===== src/rtl/ext_pkg.sv =====
// Shared definitions for the decode-stage immediate extender: op codes,
// occupancy states and width sanity checks.
package ext_pkg;

    localparam int unsigned OP_W = 4;

    localparam logic [OP_W-1:0] EXT_ZERO  = 4'd0;
    localparam logic [OP_W-1:0] EXT_SIGN  = 4'd1;
    localparam logic [OP_W-1:0] EXT_LUI   = 4'd2;
    localparam logic [OP_W-1:0] EXT_BR    = 4'd3;
    localparam logic [OP_W-1:0] EXT_JMP   = 4'd4;
    localparam logic [OP_W-1:0] EXT_SIGN2 = 4'd5;

    localparam int unsigned DEF_DATA_W = 32;
    localparam int unsigned DEF_IMM_W  = 16;
    localparam int unsigned DEF_J_W    = 26;

    // Buffer occupancy: main entry drives the outputs, skid absorbs one stall
    typedef enum logic [1:0] {
        ST_EMPTY = 2'd0,
        ST_ONE   = 2'd1,
        ST_TWO   = 2'd2
    } occ_state_t;

    // JMP needs room for the upper PC bits; LUI needs room for imm16 << IMM_W
    function automatic bit widths_ok(int unsigned data_w, int unsigned imm_w, int unsigned j_w);
        return (data_w >= j_w + 3) && (data_w >= 2 * imm_w);
    endfunction

endpackage


===== src/rtl/d_ext_core.sv =====
// Combinational op decode and arithmetic for the immediate extender.
// Optional error output guarded by D_EXT_STAGE_ERR_EN.
module d_ext_core
    import ext_pkg::*;
#(
    parameter int unsigned DATA_W = DEF_DATA_W,
    parameter int unsigned IMM_W  = DEF_IMM_W,
    parameter int unsigned J_W    = DEF_J_W
) (
    input  logic [IMM_W-1:0]  i_imm16,
    input  logic [J_W-1:0]    i_imm26,
    input  logic [OP_W-1:0]   i_ext_op,
    input  logic [DATA_W-1:0] i_pc,
`ifdef D_EXT_STAGE_ERR_EN
    output logic              o_err_c,
`endif
    output logic [DATA_W-1:0] o_res_c
);

    logic [DATA_W-1:0] w_sext;
    logic [DATA_W-1:0] w_pc4;

    assign w_sext = {{(DATA_W-IMM_W){i_imm16[IMM_W-1]}}, i_imm16};
    assign w_pc4  = i_pc + DATA_W'(4);

    // Select the extended immediate / target; undefined codes give zero
    always_comb begin
        o_res_c = '0;
        case (i_ext_op)
            EXT_ZERO:  o_res_c = DATA_W'(i_imm16);
            EXT_SIGN:  o_res_c = w_sext;
            EXT_LUI:   o_res_c = DATA_W'(i_imm16) << IMM_W;
            EXT_BR:    o_res_c = w_pc4 + (w_sext << 2);
            EXT_JMP:   o_res_c = {w_pc4[DATA_W-1:J_W+2], i_imm26, 2'b00};
            EXT_SIGN2: o_res_c = w_sext << 2;
            default:   o_res_c = '0;
        endcase
    end

`ifdef D_EXT_STAGE_ERR_EN
    assign o_err_c = (i_ext_op > EXT_SIGN2);
`endif

endmodule


===== src/rtl/d_ext_stage.sv =====
// Registered valid/ready immediate-extend stage with a two-entry skid buffer.
// Define D_EXT_STAGE_ERR_EN to add the ext_err output and its storage.
module d_ext_stage
    import ext_pkg::*;
#(
    parameter int unsigned DATA_W = DEF_DATA_W,
    parameter int unsigned IMM_W  = DEF_IMM_W,
    parameter int unsigned J_W    = DEF_J_W
) (
    input  logic              clk,
    input  logic              reset_n,
    input  logic              flush,
    input  logic              in_valid,
    output logic              in_ready,
    input  logic [IMM_W-1:0]  imm16,
    input  logic [J_W-1:0]    imm26,
    input  logic [OP_W-1:0]   ext_op,
    input  logic [DATA_W-1:0] pc,
    output logic              out_valid,
    input  logic              out_ready,
`ifdef D_EXT_STAGE_ERR_EN
    output logic              ext_err,
`endif
    output logic [DATA_W-1:0] ext_imm
);

    if (!widths_ok(DATA_W, IMM_W, J_W)) begin : g_bad_widths
        $error("d_ext_stage: DATA_W too small for IMM_W/J_W");
    end

`ifdef D_EXT_STAGE_ERR_EN
    localparam int unsigned ENT_W = DATA_W + 1;
`else
    localparam int unsigned ENT_W = DATA_W;
`endif

    occ_state_t        r_state;
    logic [ENT_W-1:0]  r_main;
    logic [ENT_W-1:0]  r_skid;
    logic              r_out_valid;
    logic              r_in_ready;

    logic [DATA_W-1:0] w_res;
    logic [ENT_W-1:0]  w_ent;
    logic              w_acc;
    logic              w_dlv;

`ifdef D_EXT_STAGE_ERR_EN
    logic              w_err;

    d_ext_core #(.DATA_W(DATA_W), .IMM_W(IMM_W), .J_W(J_W)) u_core (
        .i_imm16  (imm16),
        .i_imm26  (imm26),
        .i_ext_op (ext_op),
        .i_pc     (pc),
        .o_err_c  (w_err),
        .o_res_c  (w_res)
    );

    assign w_ent   = {w_err, w_res};
    assign ext_err = r_main[DATA_W];
`else
    d_ext_core #(.DATA_W(DATA_W), .IMM_W(IMM_W), .J_W(J_W)) u_core (
        .i_imm16  (imm16),
        .i_imm26  (imm26),
        .i_ext_op (ext_op),
        .i_pc     (pc),
        .o_res_c  (w_res)
    );

    assign w_ent = w_res;
`endif

    assign w_acc     = in_valid & r_in_ready;
    assign w_dlv     = r_out_valid & out_ready;
    assign in_ready  = r_in_ready;
    assign out_valid = r_out_valid;
    assign ext_imm   = r_main[DATA_W-1:0];

    // Occupancy FSM; in_ready/out_valid are registered copies of the next state
    always_ff @(posedge clk or negedge reset_n) begin
        if (!reset_n) begin
            r_state     <= ST_EMPTY;
            r_main      <= '0;
            r_skid      <= '0;
            r_out_valid <= 1'b0;
            r_in_ready  <= 1'b1;
        end else if (flush) begin
            r_state     <= ST_EMPTY;
            r_out_valid <= 1'b0;
            r_in_ready  <= 1'b1;
        end else begin
            case (r_state)
                ST_EMPTY: begin
                    if (w_acc) begin
                        r_main      <= w_ent;
                        r_state     <= ST_ONE;
                        r_out_valid <= 1'b1;
                    end
                end
                ST_ONE: begin
                    if (w_acc && !w_dlv) begin
                        r_skid     <= w_ent;
                        r_state    <= ST_TWO;
                        r_in_ready <= 1'b0;
                    end else if (w_acc && w_dlv) begin
                        r_main <= w_ent;
                    end else if (w_dlv) begin
                        r_state     <= ST_EMPTY;
                        r_out_valid <= 1'b0;
                    end
                end
                ST_TWO: begin
                    if (w_dlv) begin
                        r_main     <= r_skid;
                        r_state    <= ST_ONE;
                        r_in_ready <= 1'b1;
                    end
                end
                default: begin
                    r_state     <= ST_EMPTY;
                    r_out_valid <= 1'b0;
                    r_in_ready  <= 1'b1;
                end
            endcase
        end
    end

endmodule


===== config.mk =====
export PLATFORM = sky130hd
export DESIGN_NAME = d_ext_stage
export DESIGN_NICKNAME = d
export VERILOG_FILES = /design/src/rtl/ext_pkg.sv /design/src/rtl/d_ext_core.sv /design/src/rtl/d_ext_stage.sv
export SDC_FILE = /design/constraint.sdc
export NUM_CORES = 1
export LEC_CHECK = 0
export ABC_AREA = 0
export BUFFER_PORTS_ARGS = -buffer_cell sky130_fd_sc_hd__buf_4
export CORE_AREA = 8 8 108 160
export DETAILED_ROUTE_END_ITERATION = 7
export DIE_AREA = 0 0 116 168
export HOLD_SLACK_MARGIN = 0.06
export SYNTH_ARGS = -nofsm -noshare
export SYNTH_HDL_FRONTEND = slang
export SYNTH_SLANG_ARGS = --single-unit

===== constraint.sdc =====
create_clock -name clk -period 2.6 [get_ports clk]
set_clock_uncertainty 0.15 [all_clocks]
set_input_delay 0.65 -clock clk [delete_from_list [all_inputs] [get_ports clk]]
set_output_delay 0.65 -clock clk [all_outputs]
set_load 0.01 [all_outputs]

==> qor.txt <==
Inserted Diodes: 0
Placed inst area: 0.00828 mm2
Yosys warning count: 0
CP top delay family: compound AO/OA/AOI/OAI gates
Commonest non-fill, non-tap cells in the layout: buf_4, nand2_1, dfrtp_1
H-Tree Depth: 3
Share of the synthesized area in the top cell type: 0.285
Post-Syn Area: 0.00587 mm2
Max Cap Viol: 0
Clock Pin Slew Worst Setup and Hold Paths: 60 ps
CP max-delay cell: o31ai_4
Vias in the first global route: 6,764
Chip height: 168 um
CTS sink cnt: 68
Syn_nets: 830
Dpl hpwl: 17,700 um
Mapped Cells: 711
Largest net degree at the start of global routing: 44
Status: finished, violations left
Slew @ Worst Pin: 785 ps
Final core occ: 0.645
Die Wd: 116 um
Worst slew margin: 0.474
Synth area leaders: dfrtp_1, ha_1, xnor2_1, a21oi_1, o21ai_0
Share of cells above drive strength 1: 0.489
RSZ-0062 raised after global routing: yes
Residual DRC: 0
Crit. End Element: register
Synth Area per Inst: 8.26 um2
DR vias: 6,451
Static leakage: 4.51 nW
Peak Freq: 278 MHz
Initial antenna violation count: 0
Dpl ws: -1450 ps
Cell Chain, Critical Path: buf_6 > and3_4 > and2_4 > and3_4 > nand4_1 > xnor2_2 > buf_4 > ha_4 > nand4_4 > o221ai_2 > o31ai_4 > o21a_4 > nor4_4 > a311oi_2 > xor2_1 > o21ai_2 > a221o_1
Clk_lat worst skew: 330 ps
Most common cell after layout, fill and taps aside: buf_4
Grt total ovfl: 0
Boundary Pins: 117
Port bufs: 116
Final Cell Area: 0.00959 mm2
Crit path time final: 3600 ps
Slew Viols, Final: 0
Num CTS Buffers: 9
TritonCTS clock tree: yes
Critical path class: input port to register
Hold WS: 146 ps
Crit path largest cell delay: 350 ps
All-layer global routing usage: 0.224
Power density over the cells: 535 mW/mm2
FF+latch count, synth: 68
DRT iter0 DRCs: 338
Final Hold Viols: 0
Cell Rows: 55
Post-synth cell types: 70
Hold Crit Class: input port to async pin
DR WL/cell: 18.3 um
CP bufs+invs: 2
Final nets: 1,114
Crit path arrival time: 3660 ps
Failing checks: setup timing
Post-synth top area cell: dfrtp_1
Main synth FF type: dfrtp_1
Starting Density: 0.395
Post-synthesis sequential area ratio: 0.290
Crit path required time: 2660 ps
Detailed Routing Iterations Pass 1: 5
Fillcell total: 1,321
Cell mode on critical path: and3_4
CP max FO: 6
Total negative setup slack: -35,300 ps
Clk root buf: clkbuf_16
Crit path launch type: input port
Final worst setup slack: -996 ps
Max IR drop VDD: 0.000361 V
Core area: 0.0149 mm2
First-pass GRT wire length: 34,500 um
EDFF count, synth: 0
Vias/cell: 5.38
Die area: 0.0195 mm2
Area delta synth->final: 63.2%
Final estimated routing congestion in global placement: 0.896
Hold buffer count at CTS: 0
Post-Route WL: 22,000 um
Longest Clk Path Bufs: 2
Final setup violation count: 50
Final critical-path share of the clock period: 1.38
Number of routed nets with antenna violations: 0
Async SR Flop Fraction: 1.00
[power breakdown]
group	total [mW]	internal, mW	switching, mW
combinational	2.21	1.13	1.08
sequential	1.56	1.37	0.190
clock	1.35	0.918	0.435
total	5.13	3.42	1.70
[area by class of cell]
cell class              instances  area (um2)  area share
multi-input cells             583        4730       0.493
well taps                     199         249      0.0260
inverters                      18        67.6     0.00705
clock buffers                  13         270      0.0282
clock inverters                 3        67.6     0.00705
flip-flops and latches         68        1700       0.178
repair buffers                315        2500       0.261
[cells by family after synthesis]
group	share of synthesized area
AO/OA/AOI/OAI	0.271
AND/OR/NAND/NOR	0.193
flip-flops	0.290
buffers and inverters	0.0396
XOR/XNOR	0.0775
adder cells (fa/ha/maj)	0.0780
multiplexers	0.0515
[flip-flops by register name (all words and copies together) (netlist names)]
register and count:
ext_imm 32, in_ready 1, out_valid 1, r_skid 32, r_state 2
[worst register-to-register path, stage by stage, from the launching register on]
cell and delay, ps:
dfstp_2 560, nand2_1 90, nor2_1 140, a21oi_1 60
nor2_1 130, a21oi_1 70, or2_2 320, buf_4 210
nor2_1 240, a221o_1 190
[Yosys cell counts, types with 17 or more instances]
| library cell | instances |
|---|---|
| mux2i_1 | 19 |
| nand4_1 | 17 |
| nand2_1 | 77 |
| inv_1 | 18 |
| a21oi_1 | 64 |
| o21ai_0 | 62 |
| dfrtp_1 | 67 |
| ha_1 | 35 |
| clkbuf_1 | 34 |
| nor2_1 | 60 |
| xnor2_1 | 42 |
| nand3_1 | 22 |
[per-stage QoR]
stage | total power [mW] | cells
final | 5.13 | 1199
after global routing | 5.43 | 1199
after CTS | 5.01 | 1188
after detailed placement | 3.48 | 1159
after global placement | 3.41 | 1159
after floorplan | 2.52 | 711
[timing repair]
item	4_1_cts	5_1_grt
hold endpoints to repair	0	0
buffers inserted	15	15
gates resized for setup	100	79
cloned	0	0
setup endpoints to repair	50	51
pin swaps	58	50
[final timing paths]
check,start,endpoint,slack (ps),depth (start not counted)
setup / recovery,pc[4],ext_imm[28],-1000,17
hold / removal,reset_n,ext_imm[9],150,1
setup reg to reg,in_ready,ext_imm[28],390,9
hold reg to reg,r_skid[13],r_skid[13],330,2
max in group asynchronous,reset_n,in_ready,1530,2
min in group clk,r_skid[13],r_skid[13],330,2
[layer usage]
layer | up-vias | wire [um] | global-route usage
met5 | - | 0 | 0
met4 | 0 | 741 | 0.0929
met3 | 39 | 820 | 0.0276
met2 | 167 | 11500 | 0.397
met1 | 3087 | 8910 | 0.262
li1 | 3158 | - | -
(Power assumes the default switching activity.)
